==> config.mk <==
export PLATFORM = sky130hd
export DESIGN_NAME = procyon_fifo_ctrl
export DESIGN_NICKNAME = d
export VERILOG_FILES = /design/src/rtl/procyon_fifo_ctrl.sv
export SDC_FILE = /design/constraint.sdc
export NUM_CORES = 1
export LEC_CHECK = 0
export ABC_AREA = 1
export CAP_MARGIN = 20
export CORE_MARGIN = 2
export CORE_UTILIZATION = 36
export DETAILED_ROUTE_END_ITERATION = 8
export PLACE_DENSITY = 0.77
export SYNTH_ARGS = -nofsm -noshare
export SYNTH_HDL_FRONTEND = slang
export SYNTH_SLANG_ARGS = --single-unit
==> constraint.sdc <==
create_clock -name clk -period 1.8 [get_ports clk]
set_input_delay 0.27 -clock clk [delete_from_list [all_inputs] [get_ports clk]]
set_output_delay 0.27 -clock clk [all_outputs]
set_load 0.01 [all_outputs]
==> src/rtl/procyon_fifo_ctrl.sv <==
// procyon_fifo_ctrl
// Pointer and flow-control sequencer that runs an external dual-port RAM
// (sync write, async read) as a synchronous FIFO with valid/ready on both sides.
// Optional feature macro: PROCYON_FIFO_BYPASS_EN. When defined, an empty FIFO
// forwards enqueue data straight to the dequeue side in the same cycle.
//
// Handshake semantics (both ports): a transfer happens on a rising edge
// exactly when valid && ready are both high in the cycle before that edge.
// Valid and ready are combinational from the pointers and flush only.
// The bypass path is the one exception: there dequeue valid/data also
// follow the enqueue inputs. The producer must hold valid/data until it
// sees ready. The consumer may drop ready at any time.

module procyon_fifo_ctrl #(
    parameter int OPTN_DATA_WIDTH = 8,
    parameter int OPTN_FIFO_DEPTH = 8,
    parameter int FIFO_IDX_WIDTH  = $clog2(OPTN_FIFO_DEPTH)
) (
    input  logic                       clk,
    input  logic                       n_rst,
    input  logic                       i_fifo_flush,
    input  logic                       i_fifo_enq_valid,
    input  logic [OPTN_DATA_WIDTH-1:0] i_fifo_enq_data,
    output logic                       o_fifo_enq_ready,
    output logic                       o_fifo_deq_valid,
    output logic [OPTN_DATA_WIDTH-1:0] o_fifo_deq_data,
    input  logic                       i_fifo_deq_ready,
    output logic [FIFO_IDX_WIDTH:0]    o_fifo_count,
    output logic                       o_fifo_full,
    output logic                       o_fifo_empty,
    output logic                       o_ram_wr_en,
    output logic [FIFO_IDX_WIDTH-1:0]  o_ram_wr_addr,
    output logic [OPTN_DATA_WIDTH-1:0] o_ram_wr_data,
    output logic                       o_ram_rd_en,
    output logic [FIFO_IDX_WIDTH-1:0]  o_ram_rd_addr,
    input  logic [OPTN_DATA_WIDTH-1:0] i_ram_rd_data
);

    localparam int PTR_W = FIFO_IDX_WIDTH + 1;

    // Pointers carry one extra wrap bit so full and empty can be told apart.
    logic [PTR_W-1:0] wr_ptr_q, wr_ptr_d;
    logic [PTR_W-1:0] rd_ptr_q, rd_ptr_d;

    logic empty;
    logic full;
    logic head_valid;
    logic bypass;
    logic bypass_take;
    logic enq_fire;
    logic deq_fire;
    logic ram_wr_en;

    // Status and handshake decode from the current pointers and flush.
    always_comb begin
        empty       = (wr_ptr_q == rd_ptr_q);
        full        = (wr_ptr_q[FIFO_IDX_WIDTH-1:0] == rd_ptr_q[FIFO_IDX_WIDTH-1:0]) &&
                      (wr_ptr_q[PTR_W-1] != rd_ptr_q[PTR_W-1]);
        head_valid  = !empty && !i_fifo_flush;
`ifdef PROCYON_FIFO_BYPASS_EN
        bypass      = empty && i_fifo_enq_valid && !i_fifo_flush;
`else
        bypass      = 1'b0;
`endif
        // A bypassed entry that is consumed at once never touches the RAM.
        bypass_take = bypass && i_fifo_deq_ready;

        o_fifo_enq_ready = !full && !i_fifo_flush;
        o_fifo_deq_valid = head_valid || bypass;

        enq_fire  = i_fifo_enq_valid && o_fifo_enq_ready;
        deq_fire  = o_fifo_deq_valid && i_fifo_deq_ready;
        ram_wr_en = enq_fire && !bypass_take;

        if (bypass) begin
            o_fifo_deq_data = i_fifo_enq_data;
        end else if (head_valid) begin
            o_fifo_deq_data = i_ram_rd_data;
        end else begin
            o_fifo_deq_data = '0;
        end

        o_fifo_count  = wr_ptr_q - rd_ptr_q;
        o_fifo_full   = full;
        o_fifo_empty  = empty;

        o_ram_wr_en   = ram_wr_en;
        o_ram_wr_addr = wr_ptr_q[FIFO_IDX_WIDTH-1:0];
        o_ram_wr_data = i_fifo_enq_data;
        o_ram_rd_en   = o_fifo_deq_valid;
        o_ram_rd_addr = rd_ptr_q[FIFO_IDX_WIDTH-1:0];
    end

    // Next-pointer logic: flush clears both, otherwise each advances on its own transfer.
    always_comb begin
        wr_ptr_d = wr_ptr_q;
        rd_ptr_d = rd_ptr_q;
        if (i_fifo_flush) begin
            wr_ptr_d = '0;
            rd_ptr_d = '0;
        end else begin
            if (ram_wr_en) begin
                wr_ptr_d = wr_ptr_q + PTR_W'(1);
            end
            // A bypass transfer leaves the read pointer alone; only real heads pop.
            if (deq_fire && !bypass) begin
                rd_ptr_d = rd_ptr_q + PTR_W'(1);
            end
        end
    end

    // Pointer registers; reset discards all entries asynchronously.
    always_ff @(posedge clk or negedge n_rst) begin
        if (!n_rst) begin
            wr_ptr_q <= '0;
            rd_ptr_q <= '0;
        end else begin
            wr_ptr_q <= wr_ptr_d;
            rd_ptr_q <= rd_ptr_d;
        end
    end

endmodule
# [After elaboration in Yosys (flattened, before gate mapping)]
# Index checks and enable logic that the tools add are counted.
[word_totals] register_bits=8 out_inout_bits=32 wordCells=23
[classes] n_addsub=3 n_eq_ne=3 muxes=5 n_reduce_logical=10
[op_table] cell="4-bit two-way mux" count=4
[op_table] cell="4-bit by 1-bit adder with 4-bit output, second input constant" count=2
[op_table] cell="8-bit two-way mux" count=1
[op_table] cell="1-bit logical AND" count=5
[op_table] cell="4-bit == test" count=1
[op_table] cell="2-bit nonzero test" count=2
[op_table] cell="4-bit subtractor" count=1
[op_table] cell="3-bit == test" count=1
[op_table] cell="1-bit zero test" count=3
[op_table] cell="1-bit inequality test" count=1

# [Logic depth before layout (Yosys ltp)]
# Gate-level depths: netlist of run 1.
[depth] ltp_word=7 ltp_mapped=9

# [Worst setup path after synthesis of run 1]
# No wires, ideal clock.
[synth_timing] kind="flip-flop to output port" start="reg wr_ptr_q[0]" end="out o_ram_rd_en" arrival_ps=1425 t_required_ps=1530 setup_slack_ps=105 stages_incl_launch_ff=9 n_path_buf=1 cell_sequence="dfrtp_1 -> inv_1 -> ha_1 -> inv_1 -> nor2_4 -> nand2_4 -> nand2_2 -> inv_1 -> buf_4"
[synth_between] elab_chain_len=3
[synth_rtl] item="from (decl)" line="42" rtl="logic [PTR_W-1:0] wr_ptr_q, wr_ptr_d;"
[synth_rtl] item="from (signal assigned)" line="118" rtl="wr_ptr_q <= wr_ptr_d;"
[synth_rtl] item="4-bit == test" line="56" rtl="empty = (wr_ptr_q == rd_ptr_q);"
[synth_rtl] item="1-bit zero test" line="59" rtl="head_valid = !empty && !i_fifo_flush;"
[synth_rtl] item="1-bit logical AND" line="59"
[synth_rtl] item="to (decl)" line="34" rtl="output logic o_ram_rd_en,"
# No other way between the ends.

# [Worst setup path in the final report of run 1]
[layout_timing] start="reg wr_ptr_q[1]" end="out o_fifo_deq_data[2]"
[layout_between] elab_chain_len=4
[layout_rtl] item="4-bit == test" line="56"
[layout_rtl] item="1-bit zero test" line="59"
[layout_rtl] item="1-bit logical AND" line="59"
[layout_rtl] item="8-bit two-way mux" line="77" rtl="end else if (head_valid) begin"
[layout_rtl] item="to (decl)" line="26" rtl="output logic [OPTN_DATA_WIDTH-1:0] o_fifo_deq_data,"
# No other way between the ends.

==> results of run 1 <==
where the power goes:
part | switching [mW] | total (mW) | internal [mW]
Combinational | 0.330 | 0.670 | 0.340
Clock | 0.0638 | 0.140 | 0.0765
Sequential | 0.0147 | 0.209 | 0.194
flip-flops by register name (all words and copies together), names as in the netlist:
name,cells
rd_ptr_q,4
wr_ptr_q,4
final timing paths:
| check | startpoint | endpoint | slack, ns | cells after the start |
|---|---|---|---|---|
| worst min-delay path | n_rst | rd_ptr_q[1]$_DFFE_PN0P_ | 0.30 | 1 |
| max in group asynchronous | n_rst | wr_ptr_q[3]$_DFFE_PN0P_ | 1.23 | 1 |
| min in group clk | i_fifo_enq_data[0] | o_ram_wr_data[0] | 0.54 | 0 |
| worst min register to register | rd_ptr_q[3]$_DFFE_PN0P_ | rd_ptr_q[3]$_DFFE_PN0P_ | 0.56 | 2 |
| worst max register to register | wr_ptr_q[1]$_DFFE_PN0P_ | rd_ptr_q[0]$_DFFE_PN0P_ | 0.19 | 10 |
| worst max-delay path | wr_ptr_q[1]$_DFFE_PN0P_ | o_fifo_deq_data[2] | -0.08 | 8 |
cell type report:
class	count	area, um^2
repair buffers	59	489
fillers	193	810
flip-flops and latches	8	200
clock buffers	3	22.5
multi-input cells	65	510
well taps	28	35.0
inverters	25	103
cells in the mapped netlist (all sizes together):
cell type,instances
o21ai,1
clkinv,1
xnor2,1
fa,1
nand3,12
nor2,9
buf,16
dfrtp,8
a21oi,1
ha,5
xor2,4
inv,24
nand2,27
nand4,3
timing repair:
item	4_1_cts	5_1_grt
pin swaps	8	3
hold endpoints to repair	0	0
setup endpoints to repair	18	17
setup buffers	6	1
resized for setup	92	14
hold buffers	0	0
gates cloned	1	0
stage by stage:
step	setup WS, ns	cells	power, mW
6_report	-0.0757	188	1.02
5_1_grt	-0.131	188	1.09
4_1_cts	-0.126	188	1.01
3_5_place_dp	-0.229	178	0.772
3_3_place_gp	-0.156	178	0.756
2_1_floorplan	0.105	113	0.498
worst max-delay path: cells and delay by family (launching register included):
family / cells / cell delay, ns
buf+inv: 2 / 0.25
simple gates: 5 / 0.36
fa+ha+maj: 1 / 0.30
flops: 1 / 0.43
metal layers:
metal	global-route usage	vias to the layer above
li1	-	419
met1	0.172	406
met2	0.346	37
met3	0.0546	6
met4	0.114	0
met5	0	-
cells by family after synthesis:
family	count (synthesis)	synth area share
AO/OA/AOI/OAI	2	0.0122
XOR/XNOR	5	0.0535
adder cells (fa/ha/maj)	6	0.101
buffers and inverters	41	0.260
flip-flops	8	0.245
AND/OR/NAND/NOR	51	0.329
==> flow_summary_export.csv, run 1 <==
group,metric,value,unit
floorplanning,die_x,51.7,um
worst_setup_path,startpoint_type,"flop",
clock_tree,clockBufferDepth,2,
logic_synthesis,syn_nets,140,
route,vias,868,
floorplanning,ios,53,
finish,final_area,0.00136,mm^2
route,avgRoutedWirePerCell,12.6,um
logic_synthesis,synth.yosys.seq_area_share,0.245,
grt,grt_pass1_wl,3.64,mm
clock_tree,numCtsBuffers,3,
power,cellPowerDensity,749,mW/mm^2
power,p_leak,0.757,nW
worst_setup_path,crit_arrival,1.61,ns
route,dr_wl_met2,1.25,mm
grt,antenna_found_initial,0,
logic_synthesis,synth.distinct_cells,20,
status,violations,"setup timing",
worst_setup_path,cpMaxStageDelayCell,"dfrtp_1",
logic_synthesis,ys_ff_latch,8,
worst_setup_path,required,1.53,ns
worst_setup_path,max_stage_delay,0.43,ns
logic_synthesis,postSynthAreaPerCell,7.24,um^2
logic_synthesis,yosys.area.top_type,"dfrtp_1",
floorplanning,die_h,51.7,um
timing,rsz0062_at_grt,"yes",
finish,layout_commonest_cell,"nand2_1",
timing,period_share,1.04,
clock_tree,htreeDepth,1,
place,place_congestion,0.792,
grt,grt.overflow.total,0,
route,ant_nets,0,
route,drc_errors,0,
place,dp_hpwl,1.71,mm
finish,antenna_cells,0,
logic_synthesis,synth_area,818,um^2
worst_setup_path,crit_path_end_kind,"output pin",
timing,max_slew.worst_pin.slew,0.375,ns
logic_synthesis,synth_top_area_share,0.245,
worst_setup_path,crit_chain,"ha_4 -> nand2_4 -> nor2_4 -> buf_6 -> nand2_8 -> nand2_4 -> nor2_2 -> buf_2",
clock_tree,cts_sinks,8,
clock_tree,clk_latency,0.25,ns
timing,fmax,0.533,GHz
floorplanning,initial_core_util,0.377,
worst_setup_path,path_class,"flop to output pin",
grt,grt_usage,0.184,
timing,hold_viol,0,
route,drt_iter0_drc,9,
worst_setup_path,worstPathMaxFanout,4,
clock_tree,cts_tree,"yes",
place,placed_cell_area,0.00122,mm^2
min_path,hold_class,"input pin to async pin",
power,peakVddDrop,0.507,mV
timing,finalSetupViolations,13,
timing,setup_tns,-0.707,ns
finish,synthToLayoutAreaGrowth,66.2,%
route,wl_met1,846,um
finish,final_cell_mix,"nand2_1, buf_4, clkdlybuf4s50_1",
worst_setup_path,crit_path_frequent_cell,"nand2_4",
route,viasPerCell,4.62,
clock_tree,clk_pin_slew,0.06,ns
timing,fin_ws,-0.0757,ns
route,met3WireLength,213,um
timing,slew_headroom,0.749,
run,cap_violations,0,
timing,maxSlewViolCount,0,
logic_synthesis,yosys-top-cells-area,"dfrtp_1, buf_4, inv_1",
timing,fin_hold_ws,0.297,ns
grt,grt_pass1_vias,857,
floorplanning,die_area,0.00267,mm^2
status,status,"finished with violations",
floorplanning,core,0.00217,mm^2
logic_synthesis,yosysWarnings,0,
finish,finish.net_count,189,
finish,layout-drive-gt1-share,0.456,
route,first_pass_iters,5,
place,portBuffers,36,
floorplanning,num_rows,17,
route,routed_wirelength,2.36,mm
timing,post-route-min-period,1.88,ns
grt,grt_max_degree,11,
timing,finClkSkew,0.00272,ns
route,routed.top_layer,"met4",
clock_tree,clockRootBuffer,"clkbuf_4",
logic_synthesis,synth_cells,113,
finish,utilization,0.627,
(Power assumes the default switching activity.)
==> run 2: changes to the inputs <==
- CORE_ASPECT_RATIO: not set -> 1.1
- CORE_UTILIZATION: 36 -> 32
- PLACE_DENSITY: 0.77 -> 0.72
- clock period: 1.8 -> 1.7 ns (I/O delays scaled with it)
==> flow_summary_export.csv, run 2 (synthesized netlist as in run 1, its figures left out) <==
group,metric,value,unit
finish,antenna_cells,0,
worst_setup_path,rrSetupSlack,-0.07,ns
timing,fin_ws,-0.149,ns
status,status,"finished with violations",
finish,final_cells,197,
timing,hold_viol,0,
finish,final-seq-area,200,um^2
timing,finalSetupViolations,21,
worst_setup_path,r2r_start,"rd_ptr_q[0]$_DFFE_PN0P_",
clock_tree,cts_hold_buf,0,
route,routed.top_layer,"met4",
power,peakVddDrop,0.389,mV
worst_setup_path,worstPathMaxFanout,4,
floorplanning,ios,53,
route,vias,860,
finish,final_area,0.00143,mm^2
clock_tree,htreeDepth,1,
place,portBuffers,36,
worst_setup_path,r2r-end,"rd_ptr_q[1]$_DFFE_PN0P_",
timing,max_slew.worst_pin.slew,0.381,ns
finish,finish.net_count,195,
route,ant_nets,0,
route,met3WireLength,227,um
finish,final_cell_mix,"nand2_1, buf_4, clkdlybuf4s50_1",
grt,grt_pass1_vias,878,
floorplanning,die_area,0.00298,mm^2
power,p_total,1.11,mW
route,wl_met1,808,um
worst_setup_path,crit_start,"rd_ptr_q[0]$_DFFE_PN0P_",
floorplanning,core,0.00247,mm^2
place,dp_hpwl,1.69,mm
clock_tree,cts_sinks,8,
route,routed_wirelength,2.40,mm
worst_setup_path,crit_arrival,1.59,ns
clock_tree,clockBufferDepth,2,
finish,top_regs,"rd_ptr_q (4), wr_ptr_q (4)",
clock_tree,numCtsBuffers,3,
worst_setup_path,crit_path_end_kind,"output pin",
status,violations,"setup timing",
power,p_leak,0.812,nW
timing,fin_hold_ws,0.283,ns
timing,slew_headroom,0.745,
timing,rsz0062_at_grt,"yes",
timing,period_share,1.09,
route,first_pass_iters,4,
finish,synthToLayoutAreaGrowth,74.5,%
floorplanning,die_x,52.2,um
route,drt_iter0_drc,5,
clock_tree,clk_latency,0.25,ns
worst_setup_path,max_stage_delay,0.42,ns
worst_setup_path,critical_path.endpoint,"o_fifo_deq_data[1]",
grt,grt_max_degree,11,
grt,grt_usage,0.171,
grt,grt.overflow.total,0,
timing,maxSlewViolCount,0,
floorplanning,num_rows,19,
clock_tree,clockRootBuffer,"clkbuf_4",
finish,utilization,0.577,
power,cellPowerDensity,779,mW/mm^2
clock_tree,cts_tree,"yes",
floorplanning,die_h,57.0,um
worst_setup_path,required,1.44,ns
finish,layout-drive-gt1-share,0.476,
timing,finClkSkew,0.00144,ns
place,placed_cell_area,0.00122,mm^2
worst_setup_path,crit_chain,"ha_4 -> inv_2 -> nor2_4 -> nand2_4 -> nand2_4 -> buf_6 -> nor2_1 -> buf_2",
timing,post-route-min-period,1.85,ns
timing,fmax,0.541,GHz
finish,multi_input_area,504,um^2
floorplanning,initial_core_util,0.331,
min_path,hold_class,"input pin to async pin",
place,place_congestion,0.782,
clock_tree,clk_pin_slew,0.06,ns
worst_setup_path,r2r_cells,11,
grt,antenna_found_initial,0,
worst_setup_path,startpoint_type,"flop",
worst_setup_path,path_class,"flop to output pin",
worst_setup_path,crit_path_frequent_cell,"nand2_4",
grt,grt_pass1_wl,3.74,mm
route,dr_wl_met2,1.34,mm
finish,fillers,212,
run,cap_violations,0,
place,placed_cells,180,
worst_setup_path,cpMaxStageDelayCell,"dfrtp_1",
route,viasPerCell,4.37,
route,avgRoutedWirePerCell,12.2,um
route,drc_errors,0,
run 2: cell types whose count changed in the layout (fill, tap and decap cells not counted), moves of 3 or more:
cell / delta
buf_6: +6
inv_2: +4
inv_4: -3
nor2_2: -3
run 2: worst min path at each step:
stage / slack (ns) / startpoint / endpoint / cells past startpoint
after floorplan: -0.04 / n_rst / rd_ptr_q[0]$_DFFE_PN0P_ / 0
after global placement: 0.51 / i_fifo_enq_data[3] / o_ram_wr_data[3] / 0
after detailed placement: 0.51 / i_fifo_enq_data[3] / o_ram_wr_data[3] / 0
after CTS: 0.29 / n_rst / wr_ptr_q[0]$_DFFE_PN0P_ / 1
after global routing: 0.30 / n_rst / wr_ptr_q[2]$_DFFE_PN0P_ / 1
final: 0.28 / n_rst / rd_ptr_q[0]$_DFFE_PN0P_ / 1
run 2: layer usage:
metal / vias up / track usage
met5: - / 0
met4: 0 / 0.0659
met3: 2 / 0.0628
met2: 39 / 0.338
met1: 384 / 0.150
li1: 435 / -
run 2: critical path: cells and delay by family, from the launching register on:
kind,cells,cell delay (ns)
adder cells (fa/ha/maj),1,0.28
AND/OR/NAND/NOR,4,0.36
buffers and inverters,3,0.28
flip-flops,1,0.42
run 2: cell type report:
cell class	count	area share
inverter	25	0.0692
clock buffer	3	0.0158
tap	31	0.0272
sequential	8	0.140
multi-input combinational	65	0.353
timing repair buffer	65	0.394
run 2: report_power, final:
part	total [mW]	switching, mW	internal, mW
Combinational	0.746	0.352	0.394
Clock	0.147	0.0664	0.0809
Sequential	0.220	0.0144	0.205
run 2: metrics by stage:
stage | worst slack [ns] | TNS (ns)
4_1_cts | -0.189 | -2.16
6_report | -0.149 | -1.76
5_1_grt | -0.235 | -3.53
2_1_floorplan | 0.0205 | 0
3_5_place_dp | -0.318 | -4.07
3_3_place_gp | -0.228 | -3.29
run 2: timing repair:
item,CTS,global route
setup endpoints to repair,18,21
cloned,1,0
pin swaps,7,6
setup buffers,11,2
gates resized for setup,97,15
==> run 3: changes to the inputs <==
- CAP_MARGIN: 20 -> 40
- PLACE_DENSITY: 0.72 -> not set
- PLACE_DENSITY_LB_ADDON: not set -> 0.08
==> flow_summary_export.csv, run 3 (synthesized netlist as in run 1, its figures left out) <==
group,metric,value,unit
power,p_total,1.08,mW
power,cellPowerDensity,783,mW/mm^2
place,placed_cell_area,0.00124,mm^2
clock_tree,clk_pin_slew,0.06,ns
floorplanning,initial_core_util,0.331,
worst_setup_path,r2r_start,"wr_ptr_q[2]$_DFFE_PN0P_",
timing,finClkSkew,0.00382,ns
route,routed_wirelength,2.13,mm
timing,rsz0062_at_grt,"yes",
timing,period_share,1.08,
grt,grt_pass1_vias,784,
power,p_leak,0.763,nW
clock_tree,clockRootBuffer,"clkbuf_4",
floorplanning,core,0.00247,mm^2
floorplanning,die_x,52.2,um
worst_setup_path,crit_start,"wr_ptr_q[2]$_DFFE_PN0P_",
timing,maxSlewViolCount,0,
finish,finish.net_count,191,
worst_setup_path,required,1.44,ns
finish,layout-drive-gt1-share,0.444,
worst_setup_path,startpoint_type,"flop",
route,ant_nets,0,
grt,grt_usage,0.152,
place,post-place-ws,-0.273,ns
worst_setup_path,crit_path_end_kind,"output pin",
route,viasPerCell,4.32,
clock_tree,cts_tree,"yes",
status,status,"finished with violations",
worst_setup_path,worstPathMaxFanout,5,
place,placed_cells,183,
floorplanning,die_area,0.00298,mm^2
grt,grt.overflow.total,0,
route,drt_iter0_drc,8,
floorplanning,ios,53,
finish,final_cells,193,
floorplanning,num_rows,19,
min_path,hold_class,"input pin to async pin",
route,avgRoutedWirePerCell,11.1,um
finish,top_regs,"rd_ptr_q (4), wr_ptr_q (4)",
place,portBuffers,36,
grt,antenna_found_initial,0,
route,first_pass_iters,3,
clock_tree,clockBufferDepth,2,
finish,layout_commonest_cell,"buf_4",
clock_tree,htreeDepth,1,
timing,post-route-min-period,1.84,ns
finish,synthToLayoutAreaGrowth,68.0,%
timing,slew_headroom,0.749,
place,place_congestion,0.864,
finish,final_cell_mix,"buf_4, nand2_1, clkdlybuf4s50_1",
worst_setup_path,crit_arrival,1.58,ns
clock_tree,cts_sinks,8,
timing,fin_ws,-0.136,ns
grt,grt_max_degree,11,
clock_tree,clk_latency,0.25,ns
floorplanning,die_h,57.0,um
clock_tree,numCtsBuffers,3,
timing,finalSetupViolations,17,
worst_setup_path,path_class,"flop to output pin",
finish,antenna_cells,0,
power,peakVddDrop,0.363,mV
finish,final_area,0.00138,mm^2
grt,grt_pass1_wl,3.44,mm
timing,fmax,0.545,GHz
route,vias,833,
route,drc_errors,0,
place,dp_hpwl,1.60,mm
status,violations,"setup timing",
run,cap_violations,0,
timing,hold_viol,0,
timing,max_slew.worst_pin.slew,0.375,ns
==> run 3: changes by cell type in the layout (fill, tap and decap cells not counted), sizes merged <==
cell           delta
buf               -4
clkdlybuf4s50     +1
dlymetal6s2s      -1
==> run 3: power by group <==
| group | internal, mW | switching, mW | total [mW] | leakage [nW] |
|---|---|---|---|---|
| logic | 0.370 | 0.340 | 0.710 | 0.640 |
| clock network | 0.0809 | 0.0658 | 0.147 | 0.0138 |
| registers | 0.205 | 0.0148 | 0.220 | 0.109 |
==> run 3: timing repair <==
action / CTS / global route
resized for setup: 86 / 20
cloned: 1 / 0
hold buffers: 0 / 0
pin swaps: 5 / 6
buffers inserted: 4 / 2
setup endpoints to repair: 18 / 20
==> run 3: stage by stage <==
stage / utilization / setup TNS, ns / hold slack [ns]
CTS: 0.518 / -2.00 / 0.297
detailed placement: 0.503 / -3.95 / 0.510
global route: 0.556 / -2.84 / 0.296
global placement: 0.503 / -3.54 / 0.510
finish: 0.556 / -1.65 / 0.282
floorplan: - / 0 / -0.0406
==> run 3: per-layer routing <==
layer / part of all wire / global-route usage / vias up
met5: 0 / 0 / -
met4: 0.0037 / 0.0440 / 0
met3: 0.076 / 0.0497 / 2
met2: 0.49 / 0.246 / 28
met1: 0.43 / 0.192 / 375
li1: - / - / 428
==> run 3: worst paths after layout <==
path	endpoint	slack (ns)	cells after the start
setup / recovery	o_fifo_deq_data[1]	-0.14	8
hold / removal	rd_ptr_q[3]$_DFFE_PN0P_	0.28	1
setup reg to reg	rd_ptr_q[1]$_DFFE_PN0P_	0.11	10
hold reg to reg	rd_ptr_q[3]$_DFFE_PN0P_	0.56	2
max in group asynchronous	rd_ptr_q[1]$_DFFE_PN0P_	1.15	1
min in group clk	o_ram_wr_data[0]	0.51	0
==> run 3: layout make-up <==
type                            count  area (um^2)
Clock buffer                        3         22.5
Fill cell                         244         1100
Inverter                           25          101
Multi-Input combinational cell     65          503
Sequential cell                     8          200
Tap cell                           31         38.8
Timing Repair Buffer               61          509
==> run 3: worst max-delay path, stage by stage (launching register included) <==
cell	delay, ns
dfrtp_1	0.41
ha_4	0.30
nand2_4	0.06
nor2_4	0.11
buf_6	0.12
nand2_8	0.07
nand2_8	0.08
nor2_1	0.04
buf_2	0.13
